`src/rtl/alu_mc_if.sv`:
```
// alu_mc_if: issue/result bundle between the control unit and alu_mc.
//   start, ctrl, op1, op2 : issue request, operation code and operands
//   busy, done            : iterative-op in progress / one-cycle completion pulse
//   out, zero, ovf, err   : registered result and its flags
interface alu_mc_if #(
    parameter int L_DATA = 16
);
    logic              start;
    logic [3:0]        ctrl;
    logic [L_DATA-1:0] op1;
    logic [L_DATA-1:0] op2;
    logic              busy;
    logic              done;
    logic [L_DATA-1:0] out;
    logic              zero;
    logic              ovf;
    logic              err;

    modport master (
        output start, ctrl, op1, op2,
        input  busy, done, out, zero, ovf, err
    );

    modport slave (
        input  start, ctrl, op1, op2,
        output busy, done, out, zero, ovf, err
    );
endinterface

```
`src/rtl/alu_mc.sv`:
```
// alu_mc: multi-cycle ALU. Single-cycle ops (add/sub/or/and/xor/slt/sltu)
// complete one edge after issue; shifts take shamt cycles (one bit per edge)
// and multiply takes L_DATA cycles of shift-add.
//   clock  : sole clock, rising edge
//   resetn : synchronous active-low reset, aborts any running operation
//   bus    : alu_mc_if slave modport (start/ctrl/op1/op2 in,
//            busy/done/out/zero/ovf/err out)
module alu_mc #(
    parameter int L_DATA = 16
) (
    input  logic     clock,
    input  logic     resetn,
    alu_mc_if.slave  bus
);
    localparam int SH_W = $clog2(L_DATA);
    localparam int CW   = SH_W + 1;
    localparam int MSB  = L_DATA - 1;
    localparam logic [CW-1:0] MUL_STEPS = CW'(L_DATA);
    localparam logic [CW-1:0] CNT_ONE   = {{(CW-1){1'b0}}, 1'b1};

    localparam logic [3:0] OP_ADD  = 4'd0;
    localparam logic [3:0] OP_SUB  = 4'd1;
    localparam logic [3:0] OP_OR   = 4'd2;
    localparam logic [3:0] OP_AND  = 4'd3;
    localparam logic [3:0] OP_SHR  = 4'd4;
    localparam logic [3:0] OP_SHL  = 4'd5;
    localparam logic [3:0] OP_SLT  = 4'd6;
    localparam logic [3:0] OP_MUL  = 4'd7;
    localparam logic [3:0] OP_XOR  = 4'd8;
    localparam logic [3:0] OP_SRA  = 4'd9;
    localparam logic [3:0] OP_SLTU = 4'd10;

    typedef enum logic [0:0] {IDLE = 1'b0, EXEC = 1'b1} state_t;

    state_t              state_r, state_s;
    logic [3:0]          ctrl_r, ctrl_s;
    logic [CW-1:0]       cnt_r, cnt_s;
    logic [L_DATA-1:0]   a_r, a_s;          // shift register / multiplicand
    logic [2*L_DATA-1:0] prod_r, prod_s;    // {partial sum, multiplier}
    logic [L_DATA-1:0]   out_r, out_s;
    logic                zero_r, zero_s;
    logic                ovf_r, ovf_s;
    logic                err_r, err_s;
    logic                done_r, done_s;

    logic [L_DATA-1:0]   res1_s;
    logic                ovf1_s;
    logic                err1_s;
    logic                is_shift_s;
    logic [SH_W-1:0]     shamt_s;
    logic [L_DATA-1:0]   sh_next_s;
    logic [L_DATA:0]     sum_s;
    logic [2*L_DATA-1:0] prod_next_s;

    assign is_shift_s = (bus.ctrl == OP_SHR) || (bus.ctrl == OP_SHL) || (bus.ctrl == OP_SRA);
    assign shamt_s    = bus.op2[SH_W-1:0];

    // Single-cycle result from the live operands (used only on the accept edge).
    // A shift by zero simply passes op1 through.
    always_comb begin
        res1_s = {L_DATA{1'b0}};
        ovf1_s = 1'b0;
        err1_s = 1'b0;
        case (bus.ctrl)
            OP_ADD: begin
                res1_s = bus.op1 + bus.op2;
                ovf1_s = (bus.op1[MSB] == bus.op2[MSB]) && (res1_s[MSB] != bus.op1[MSB]);
            end
            OP_SUB: begin
                res1_s = bus.op1 - bus.op2;
                ovf1_s = (bus.op1[MSB] != bus.op2[MSB]) && (res1_s[MSB] != bus.op1[MSB]);
            end
            OP_OR:   res1_s = bus.op1 | bus.op2;
            OP_AND:  res1_s = bus.op1 & bus.op2;
            OP_XOR:  res1_s = bus.op1 ^ bus.op2;
            OP_SLT:  res1_s = {{(L_DATA-1){1'b0}}, ($signed(bus.op1) < $signed(bus.op2))};
            OP_SLTU: res1_s = {{(L_DATA-1){1'b0}}, (bus.op1 < bus.op2)};
            OP_SHR, OP_SHL, OP_SRA: res1_s = bus.op1;
            OP_MUL:  res1_s = {L_DATA{1'b0}};
            default: begin
                res1_s = {L_DATA{1'b0}};
                err1_s = 1'b1;
            end
        endcase
    end

    // One iteration step: single-bit shift of a_r, and one shift-add multiply step.
    always_comb begin
        case (ctrl_r)
            OP_SHR:  sh_next_s = {1'b0, a_r[MSB:1]};
            OP_SHL:  sh_next_s = {a_r[MSB-1:0], 1'b0};
            OP_SRA:  sh_next_s = {a_r[MSB], a_r[MSB:1]};
            default: sh_next_s = a_r;
        endcase
        if (prod_r[0]) begin
            sum_s = {1'b0, prod_r[2*L_DATA-1:L_DATA]} + {1'b0, a_r};
        end else begin
            sum_s = {1'b0, prod_r[2*L_DATA-1:L_DATA]};
        end
        prod_next_s = {sum_s, prod_r[L_DATA-1:1]};
    end

    // Next-state and result logic for the IDLE/EXEC controller.
    always_comb begin
        state_s = state_r;
        ctrl_s  = ctrl_r;
        cnt_s   = cnt_r;
        a_s     = a_r;
        prod_s  = prod_r;
        out_s   = out_r;
        zero_s  = zero_r;
        ovf_s   = ovf_r;
        err_s   = err_r;
        done_s  = 1'b0;
        case (state_r)
            IDLE: begin
                if (bus.start) begin
                    ctrl_s = bus.ctrl;
                    a_s    = bus.op1;
                    prod_s = {{L_DATA{1'b0}}, bus.op2};
                    if (is_shift_s && (shamt_s != {SH_W{1'b0}})) begin
                        cnt_s   = {1'b0, shamt_s};
                        state_s = EXEC;
                    end else if (bus.ctrl == OP_MUL) begin
                        cnt_s   = MUL_STEPS;
                        state_s = EXEC;
                    end else begin
                        out_s  = res1_s;
                        zero_s = (res1_s == {L_DATA{1'b0}});
                        ovf_s  = ovf1_s;
                        err_s  = err1_s;
                        done_s = 1'b1;
                    end
                end else begin
                    state_s = IDLE;
                end
            end
            EXEC: begin
                a_s    = sh_next_s;
                prod_s = prod_next_s;
                cnt_s  = cnt_r - CNT_ONE;
                if (cnt_r == CNT_ONE) begin
                    if (ctrl_r == OP_MUL) begin
                        out_s = prod_next_s[L_DATA-1:0];
                        ovf_s = (prod_next_s[2*L_DATA-1:L_DATA] != {L_DATA{1'b0}});
                    end else begin
                        out_s = sh_next_s;
                        ovf_s = 1'b0;
                    end
                    zero_s  = (out_s == {L_DATA{1'b0}});
                    err_s   = 1'b0;
                    done_s  = 1'b1;
                    state_s = IDLE;
                end else begin
                    state_s = EXEC;
                end
            end
            default: state_s = IDLE;
        endcase
    end

    // State and result registers with synchronous active-low reset.
    always_ff @(posedge clock) begin
        if (!resetn) begin
            state_r <= IDLE;
            ctrl_r  <= 4'd0;
            cnt_r   <= {CW{1'b0}};
            a_r     <= {L_DATA{1'b0}};
            prod_r  <= {(2*L_DATA){1'b0}};
            out_r   <= {L_DATA{1'b0}};
            zero_r  <= 1'b1;
            ovf_r   <= 1'b0;
            err_r   <= 1'b0;
            done_r  <= 1'b0;
        end else begin
            state_r <= state_s;
            ctrl_r  <= ctrl_s;
            cnt_r   <= cnt_s;
            a_r     <= a_s;
            prod_r  <= prod_s;
            out_r   <= out_s;
            zero_r  <= zero_s;
            ovf_r   <= ovf_s;
            err_r   <= err_s;
            done_r  <= done_s;
        end
    end

    assign bus.busy = (state_r == EXEC);
    assign bus.done = done_r;
    assign bus.out  = out_r;
    assign bus.zero = zero_r;
    assign bus.ovf  = ovf_r;
    assign bus.err  = err_r;
endmodule

```
`src/flat_wrapper.sv`:
```
// flat-port wrapper written by rule: the top's interface ports become plain ports
module alu_mc_flat 
#(
    parameter int L_DATA = 16
)
  (clock, resetn, bus_start, bus_ctrl, bus_op1, bus_op2, bus_busy, bus_done, bus_out, bus_zero, bus_ovf, bus_err);
  alu_mc_if #(.L_DATA(L_DATA)) bus_i ();
  input  logic clock;
  input  logic resetn;
  input wire logic [$bits(bus_i.start)-1:0] bus_start;
  input wire logic [$bits(bus_i.ctrl)-1:0] bus_ctrl;
  input wire logic [$bits(bus_i.op1)-1:0] bus_op1;
  input wire logic [$bits(bus_i.op2)-1:0] bus_op2;
  output wire logic [$bits(bus_i.busy)-1:0] bus_busy;
  output wire logic [$bits(bus_i.done)-1:0] bus_done;
  output wire logic [$bits(bus_i.out)-1:0] bus_out;
  output wire logic [$bits(bus_i.zero)-1:0] bus_zero;
  output wire logic [$bits(bus_i.ovf)-1:0] bus_ovf;
  output wire logic [$bits(bus_i.err)-1:0] bus_err;
  assign bus_i.start = bus_start;
  assign bus_i.ctrl = bus_ctrl;
  assign bus_i.op1 = bus_op1;
  assign bus_i.op2 = bus_op2;
  assign bus_busy = bus_i.busy;
  assign bus_done = bus_i.done;
  assign bus_out = bus_i.out;
  assign bus_zero = bus_i.zero;
  assign bus_ovf = bus_i.ovf;
  assign bus_err = bus_i.err;
  alu_mc #(.L_DATA(L_DATA)) u_core (.clock(clock), .resetn(resetn), .bus(bus_i));
endmodule
```
`config.mk`:
```
export PLATFORM = sky130hd
export DESIGN_NAME = alu_mc_flat
export DESIGN_NICKNAME = d
export VERILOG_FILES = /design/src/rtl/alu_mc_if.sv /design/src/rtl/alu_mc.sv /design/src/flat_wrapper.sv
export SDC_FILE = /design/constraint.sdc
export NUM_CORES = 1
export LEC_CHECK = 0
export CORE_MARGIN = 4
export CORE_UTILIZATION = 45
export DETAILED_ROUTE_END_ITERATION = 10
export PLACE_DENSITY = 0.72
export REMOVE_ABC_BUFFERS = 1
export SLEW_MARGIN = 20
export SYNTH_ARGS = -nofsm -noshare
export SYNTH_HDL_FRONTEND = slang
export SYNTH_SLANG_ARGS = --single-unit
```
`constraint.sdc`:
```
create_clock -name clock -period 2.98 [get_ports clock]
set_input_delay 0.596 -clock clock [delete_from_list [all_inputs] [get_ports clock]]
set_output_delay 0.596 -clock clock [all_outputs]
set_load 0.03 [all_outputs]
```
# ---- Word level (Yosys, flattened, before mapping)
# Cells that the tools add are included.
dict set report word_totals {
  n_memories 0
  ram_bits 0
  ff_bits 78
  word_cells 106
  output_inout_bits 21
  mem_bits_ro 0
  input_bits 39
  latch_bits 0
}
dict set report op_classes {
  n_eq_ne 24
  muxes 47
  mul 0
  order_cmp 2
  reduce_logical 15
  bitwise 4
  n_addsub 4
  div_mod_pow 0
  n_shift 0
}
# operator n
set op_table {}
lappend op_table {{16-bit 2-to-1 mux} 8}
lappend op_table {{16-bit one-hot mux with 8 select lines} 1}
lappend op_table {{16-bit one-hot mux with 2 select lines} 2}
lappend op_table {{32-bit one-hot mux with 2 select lines} 1}
lappend op_table {{16-bit one-hot mux with 3 select lines} 1}
lappend op_table {{16-bit logical NOT} 2}
lappend op_table {{16-bit less-than comparator} 2}
lappend op_table {{32-bit 2-to-1 mux} 1}
lappend op_table {{4-bit by 3-bit equality test with 1-bit output, second input constant} 7}
lappend op_table {{1-bit 2-to-1 mux} 22}
lappend op_table {{16-bit by 16-bit adder with 17-bit output} 1}
lappend op_table {{17-bit 2-to-1 mux} 1}
lappend op_table {{16-bit adder} 1}
lappend op_table {{16-bit bitwise AND} 1}
lappend op_table {{4-bit equality test, second input constant} 4}
lappend op_table {{16-bit bitwise OR} 1}
lappend op_table {{16-bit nonzero test} 1}
lappend op_table {{16-bit subtractor} 1}
lappend op_table {{16-bit XOR} 1}
lappend op_table {{5-bit 2-to-1 mux} 3}
lappend op_table {{1-bit one-hot mux with 2 select lines} 6}
lappend op_table {{5-bit one-hot mux with 2 select lines} 1}
lappend op_table {{10-bit OR reduction} 1}
lappend op_table {{4-bit by 2-bit equality test with 1-bit output, second input constant} 2}
lappend op_table {{other kinds (15)} 24}

# ---- Logic depth before layout (Yosys ltp)
dict set report logic_depth {
  ltp_word 8
  depth_mapped 12
  ltp_nobuf 12
}

# ---- Worst setup path before layout
# No wires, ideal clock.
dict set report synth_timing {
  path_kind {input to register}
  startpoint {input port bus_op2[3]}
  endpoint {register u_core.zero_r (netlist: u_core.bus.zero)}
  setup_time_ps 87
  setup_slack_ps 3
  path_stages 12
  required_ps 2893
  path_buffers 1
  arrival_ps 2890
  path_cell_list {inv_1 -> ha_1 -> clkbuf_1 -> a21oi_1 -> a21oi_1 -> or3b_1 -> a21oi_1 -> mux2i_1 -> o211ai_1 -> nor4b_1 -> nand4_1 -> o31ai_1}
}
dict set report synth_between {
  elab_chain_len 7
  elab_cells_between_ends 17
  cone_classes {add/sub (2); order compare (2); eq/ne (1); mux (5); bitwise (3); reduce/logical (4)}
}
# item line_no
set synth_rtl {}
lappend synth_rtl {{start: declaration} flat_wrapper.sv:13} ;# input wire logic [$bits(bus_i.op2)-1:0] bus_op2;
lappend synth_rtl {{16-bit subtractor, or another cell as far along} alu_mc.sv:70} ;# res1_s = bus.op1 - bus.op2;
lappend synth_rtl {{16-bit one-hot mux with 8 select lines} alu_mc.sv:64} ;# case (bus.ctrl)
lappend synth_rtl {{16-bit logical NOT} alu_mc.sv:129} ;# zero_s = (res1_s == {L_DATA{1'b0}});
lappend synth_rtl {{1-bit 2-to-1 mux} alu_mc.sv:124} ;# end else if (bus.ctrl == OP_MUL) begin
lappend synth_rtl {{1-bit 2-to-1 mux} alu_mc.sv:121} ;# if (is_shift_s && (shamt_s != {SH_W{1'b0}})) begin
lappend synth_rtl {{1-bit 2-to-1 mux} alu_mc.sv:117} ;# if (bus.start) begin
lappend synth_rtl {{1-bit one-hot mux with 2 select lines} alu_mc.sv:115} ;# case (state_r)
lappend synth_rtl {{end signal: assignment} alu_mc.sv:182} ;# zero_r <= zero_s;
lappend synth_rtl {{end: declaration} alu_mc.sv:41} ;# logic zero_r, zero_s;
# Several ways; a longest one is shown, not always the timed one. The select of a mux whose other input is x is not followed.
# A chain may end at the register's enable or synchronous reset.

# ---- Worst setup path after layout
dict set report layout_timing {
  startpoint {input port bus_op2[1]}
  endpoint {register u_core.zero_r (netlist: u_core.bus.zero)}
}
# The elaborated chain is that of the path after synthesis.

==> summary.md <==
| Metric | Value |
|---|---|
| Starting Density | `45.8%` |
| Seq cells post-synth | `78` |
| P_int | `2.44 mW` |
| Critical Path RT | `3.24 ns` |
| Hold_ws | `0.460 ns` |
| CP endpoint kind | `flop` |
| Gp weighted congestion | `1.01` |
| Clk_lat worst skew | `0.34 ns` |
| Die Ht | `141 um` |
| Gr usage total | `28.8%` |
| Crit path kind | `primary input to flop` |
| Cells after Synth | `1078` |
| CP Launch Point | `bus_op2[1]` |
| Synthesized area | `0.00790 sq mm` |
| Tcrit/Tclk final | `99.8%` |
| Slowest CP cell | `fa_2` |
| Clock transition at path regs | `0.07 ns` |
| DIE AREA | `0.0197 sq mm` |
| Worst Skew | `0.00448 ns` |
| Port Buffers | `59` |
| P_sw | `1.42 mW` |
| Ys Warns | `0` |
| Async SR Flop Fraction | `0%` |
| Vias in the first global route | `8678` |
| Synth-to-Final Area Change | `43.2%` |
| Antenna Diode Count | `0` |
| Sequential share of the synthesized area | `19.8%` |
| HPWL Detailed | `22300 um` |
| Worst hold endpoint | `u_core.bus.out[12]$_SDFFE_PN0P_` |
| First-pass GRT wire length | `46200 um` |
| Wire length per cell | `19.1 um` |
| Grt ovf | `0` |
| Final hold viol count | `0` |
| Largest net degree at the start of global routing | `67` |
| Critical path's largest stage delay | `0.38 ns` |
| Maximum clock insertion buffer count | `2` |
| Worst slew margin relative to its limit | `56.2%` |
| Final setup violation count | `0` |
| Dpl cell area | `0.0103 sq mm` |
| Distinct cell type count after synthesis | `82` |
| Unrepaired setup endpoints after global routing | `yes` |
| Worst-margin pin slew | `0.656 ns` |
| Setup TNS | `0 ns` |
| Leakage power | `5.02 nW` |
| Fmax achieved | `336 MHz` |
| Sw frac | `36.8%` |
| PwrDens | `341 mW/mm^2` |
| Final Util | `65.6%` |
| CTS Hold Bufs | `0` |
| Sequential share of power | `30.5%` |
| Total power | `3.85 mW` |
| Clk Tree Root Cell | `clkbuf_16` |
| Std cell rows | `48` |
| Worst-path cell chain | `dlygate4sd2_1 > buf_6 > fa_2 > nor3_4 > o31ai_4 > a21oi_2 > buf_4 > o21ai_2 > a21o_1 > o2111ai_2 > nor4b_4 > nand4_1 > o31ai_2` |
| Vias per cell | `6.03` |
| Number of buffers created by CTS | `9` |
| Crit Path Max Fanout | `5` |
| HP Class | `flop to flop` |
| Number of synthesized flops with an enable pin | `0` |
| Layout net count | `1439` |
| Fill count | `1481` |
| Hold Path Stages | `2` |
| Startpoint Class | `primary input` |
| H-tree levels | `3` |
| VDD IR max | `317 uV` |
| Clk sinks | `78` |
| Share of cells above drive strength 1 | `30.3%` |
| Logic pwr share | `41.2%` |
| Worst r2r path cells | `10` |
| Syn Area/Cell | `7.33 sq um` |
| Reg2reg start | `u_core.ctrl_r[3]$_SDFFE_PN0P_` |
| DR vias | `9361` |
| Status | `finished clean` |
| Hold Path Origin | `u_core.bus.out[12]$_SDFFE_PN0P_` |
| Core area | `0.0172 sq mm` |
| FF-to-FF setup slack | `0.08 ns` |
| Die width | `141 um` |
| Initial antenna violation count | `0` |
| Initial detailed-routing violation count | `930` |
| Reg-to-reg endpoint | `u_core.bus.zero$_SDFFE_PN1P_` |
| Main synth FF type | `dfxtp_1` |
| I/O Pins | `60` |
| Crit path time final | `2.97 ns` |
| Final WL | `29600 um` |
| WP data arrival | `3.24 ns` |
| Max-cap viol count | `0` |
| Detailed Routing Iterations Pass 1 | `7` |
| TritonCTS clock tree | `built` |
| Design Area, Final | `0.0113 sq mm` |
| Remaining routing DRC violations | `0` |
| Pins over their slew limit | `0` |
| Post-DRT Antenna Nets | `0` |
| Clock Power Share | `28.2%` |
sequential cells by signal, indices dropped and copies added, names as in the netlist:
signal           cells
u_core.prod_r       32
u_core.bus.err       1
u_core.ctrl_r        4
u_core.bus.zero      1
u_core.bus.busy      1
u_core.bus.ovf       1
u_core.bus.done      1
u_core.a_r          16
u_core.cnt_r         5
u_core.bus.out      16
worst max-delay path, delay by kind of cell:
family / cells / cell delay, ns
simple gates: 3 / 0.62
compound gates: 6 / 1.09
fa+ha+maj: 1 / 0.38
buf+inv: 3 / 0.56
stage by stage:
| stage | setup WS [ns] | cells |
|---|---|---|
| finish | 0.00604 | 1552 |
| global route | -0.124 | 1552 |
| CTS | -0.0428 | 1546 |
| detailed placement | -0.808 | 1524 |
| global placement | -0.782 | 1524 |
| floorplan | -1.94 | 1004 |
cell type report:
type	instances	area [sq um]	area share [%]
inverter	69	259	2.29
timing repair buffer	307	2500	22.1
clock inverter	7	63.8	0.564
sequential	78	1570	13.9
tap	225	282	2.49
clock buffer	9	225	1.99
multi-input combinational	857	6410	56.7
cells in the mapped netlist, drive strengths merged, types with 7 or more instances:
library cell | number | area (sq um)
dfxtp | 78 | 1560
a21o | 12 | 90.1
a22oi | 7 | 52.6
nor4 | 7 | 43.8
a222oi | 14 | 140
a31oi | 13 | 81.3
or2 | 8 | 50.1
a211o | 7 | 61.3
nor2b | 23 | 151
a21oi | 105 | 526
o21ai | 53 | 265
o22ai | 8 | 50.1
nand2 | 78 | 293
o31ai | 12 | 90.1
nor2 | 120 | 450
nand4 | 10 | 62.6
nand2b | 13 | 81.3
nand3 | 22 | 110
o211ai | 16 | 125
nand3b | 7 | 52.6
nor3 | 35 | 175
a221oi | 11 | 96.3
a211oi | 45 | 348
nor3b | 13 | 97.6
ha | 75 | 938
mux2i | 26 | 260
clkbuf | 51 | 191
buf | 23 | 98.9
inv | 67 | 251
metal layers:
layer	track usage, %	wire length, um	up-vias
met3	3.89	2100	67
met5	0	0	-
li1	-	-	4490
met1	41.2	13300	4403
met2	45.0	13300	401
met4	8.67	950	0
power groups by stage:
stage / Clock (mW) / Combinational [mW] / Sequential (mW)
finish: 1.09 / 1.59 / 1.18
CTS: 1.10 / 1.47 / 1.17
floorplan: 0 / 0.653 / 1.24
global placement: 0 / 1.39 / 1.19
global route: 1.15 / 1.72 / 1.18
detailed placement: 0 / 1.40 / 1.20
cell families (layout without fill, tap and decap cells):
family	count (synthesis)	in the layout	synth area share [%]
buffers and inverters	143	392	6.95
AOI/OAI and AO/OA	370	370	32.5
xor gates and xnor gates	5	5	0.554
and+or+nand+nor	373	373	23.6
muxes	30	30	3.86
DFF	78	78	19.8
adders and majority gates	79	79	12.8
cell usage in the layout, fill, tap and decap left out, types with 15 or more instances in the layout:
cell type,netlist,layout
mux2i_1,26,26
inv_2,3,22
a211oi_1,43,37
ha_1,75,54
nand2_1,78,78
buf_4,0,240
nor2b_1,22,21
o21ai_0,42,40
a21oi_1,105,93
ha_4,0,15
o211ai_1,15,15
nand3_1,22,22
nor2_1,120,115
dfxtp_1,78,75
inv_1,64,45
nor3_1,35,31
clkdlybuf4s50_1,0,33
worst max path at each step:
stage                                            to  slack, ns  depth (start not counted)
floorplan              u_core.bus.zero$_SDFFE_PN1P_      -1.94                          5
global placement       u_core.bus.zero$_SDFFE_PN1P_      -0.78                         13
detailed placement     u_core.bus.zero$_SDFFE_PN1P_      -0.81                         13
CTS                 u_core.bus.out[12]$_SDFFE_PN0P_      -0.04                         13
global route           u_core.bus.zero$_SDFFE_PN1P_      -0.12                         13
finish                 u_core.bus.zero$_SDFFE_PN1P_      0.006                         13
timing repair:
action                                  CTS  global route
cloned                                    0             0
pin swaps                                38            41
endpoints found under the setup margin   14            12
resized for setup                        96            81
buffers inserted                          6             6
hold endpoints to repair                  0             0
No activity file was read; power rests on OpenSTA's default activity.
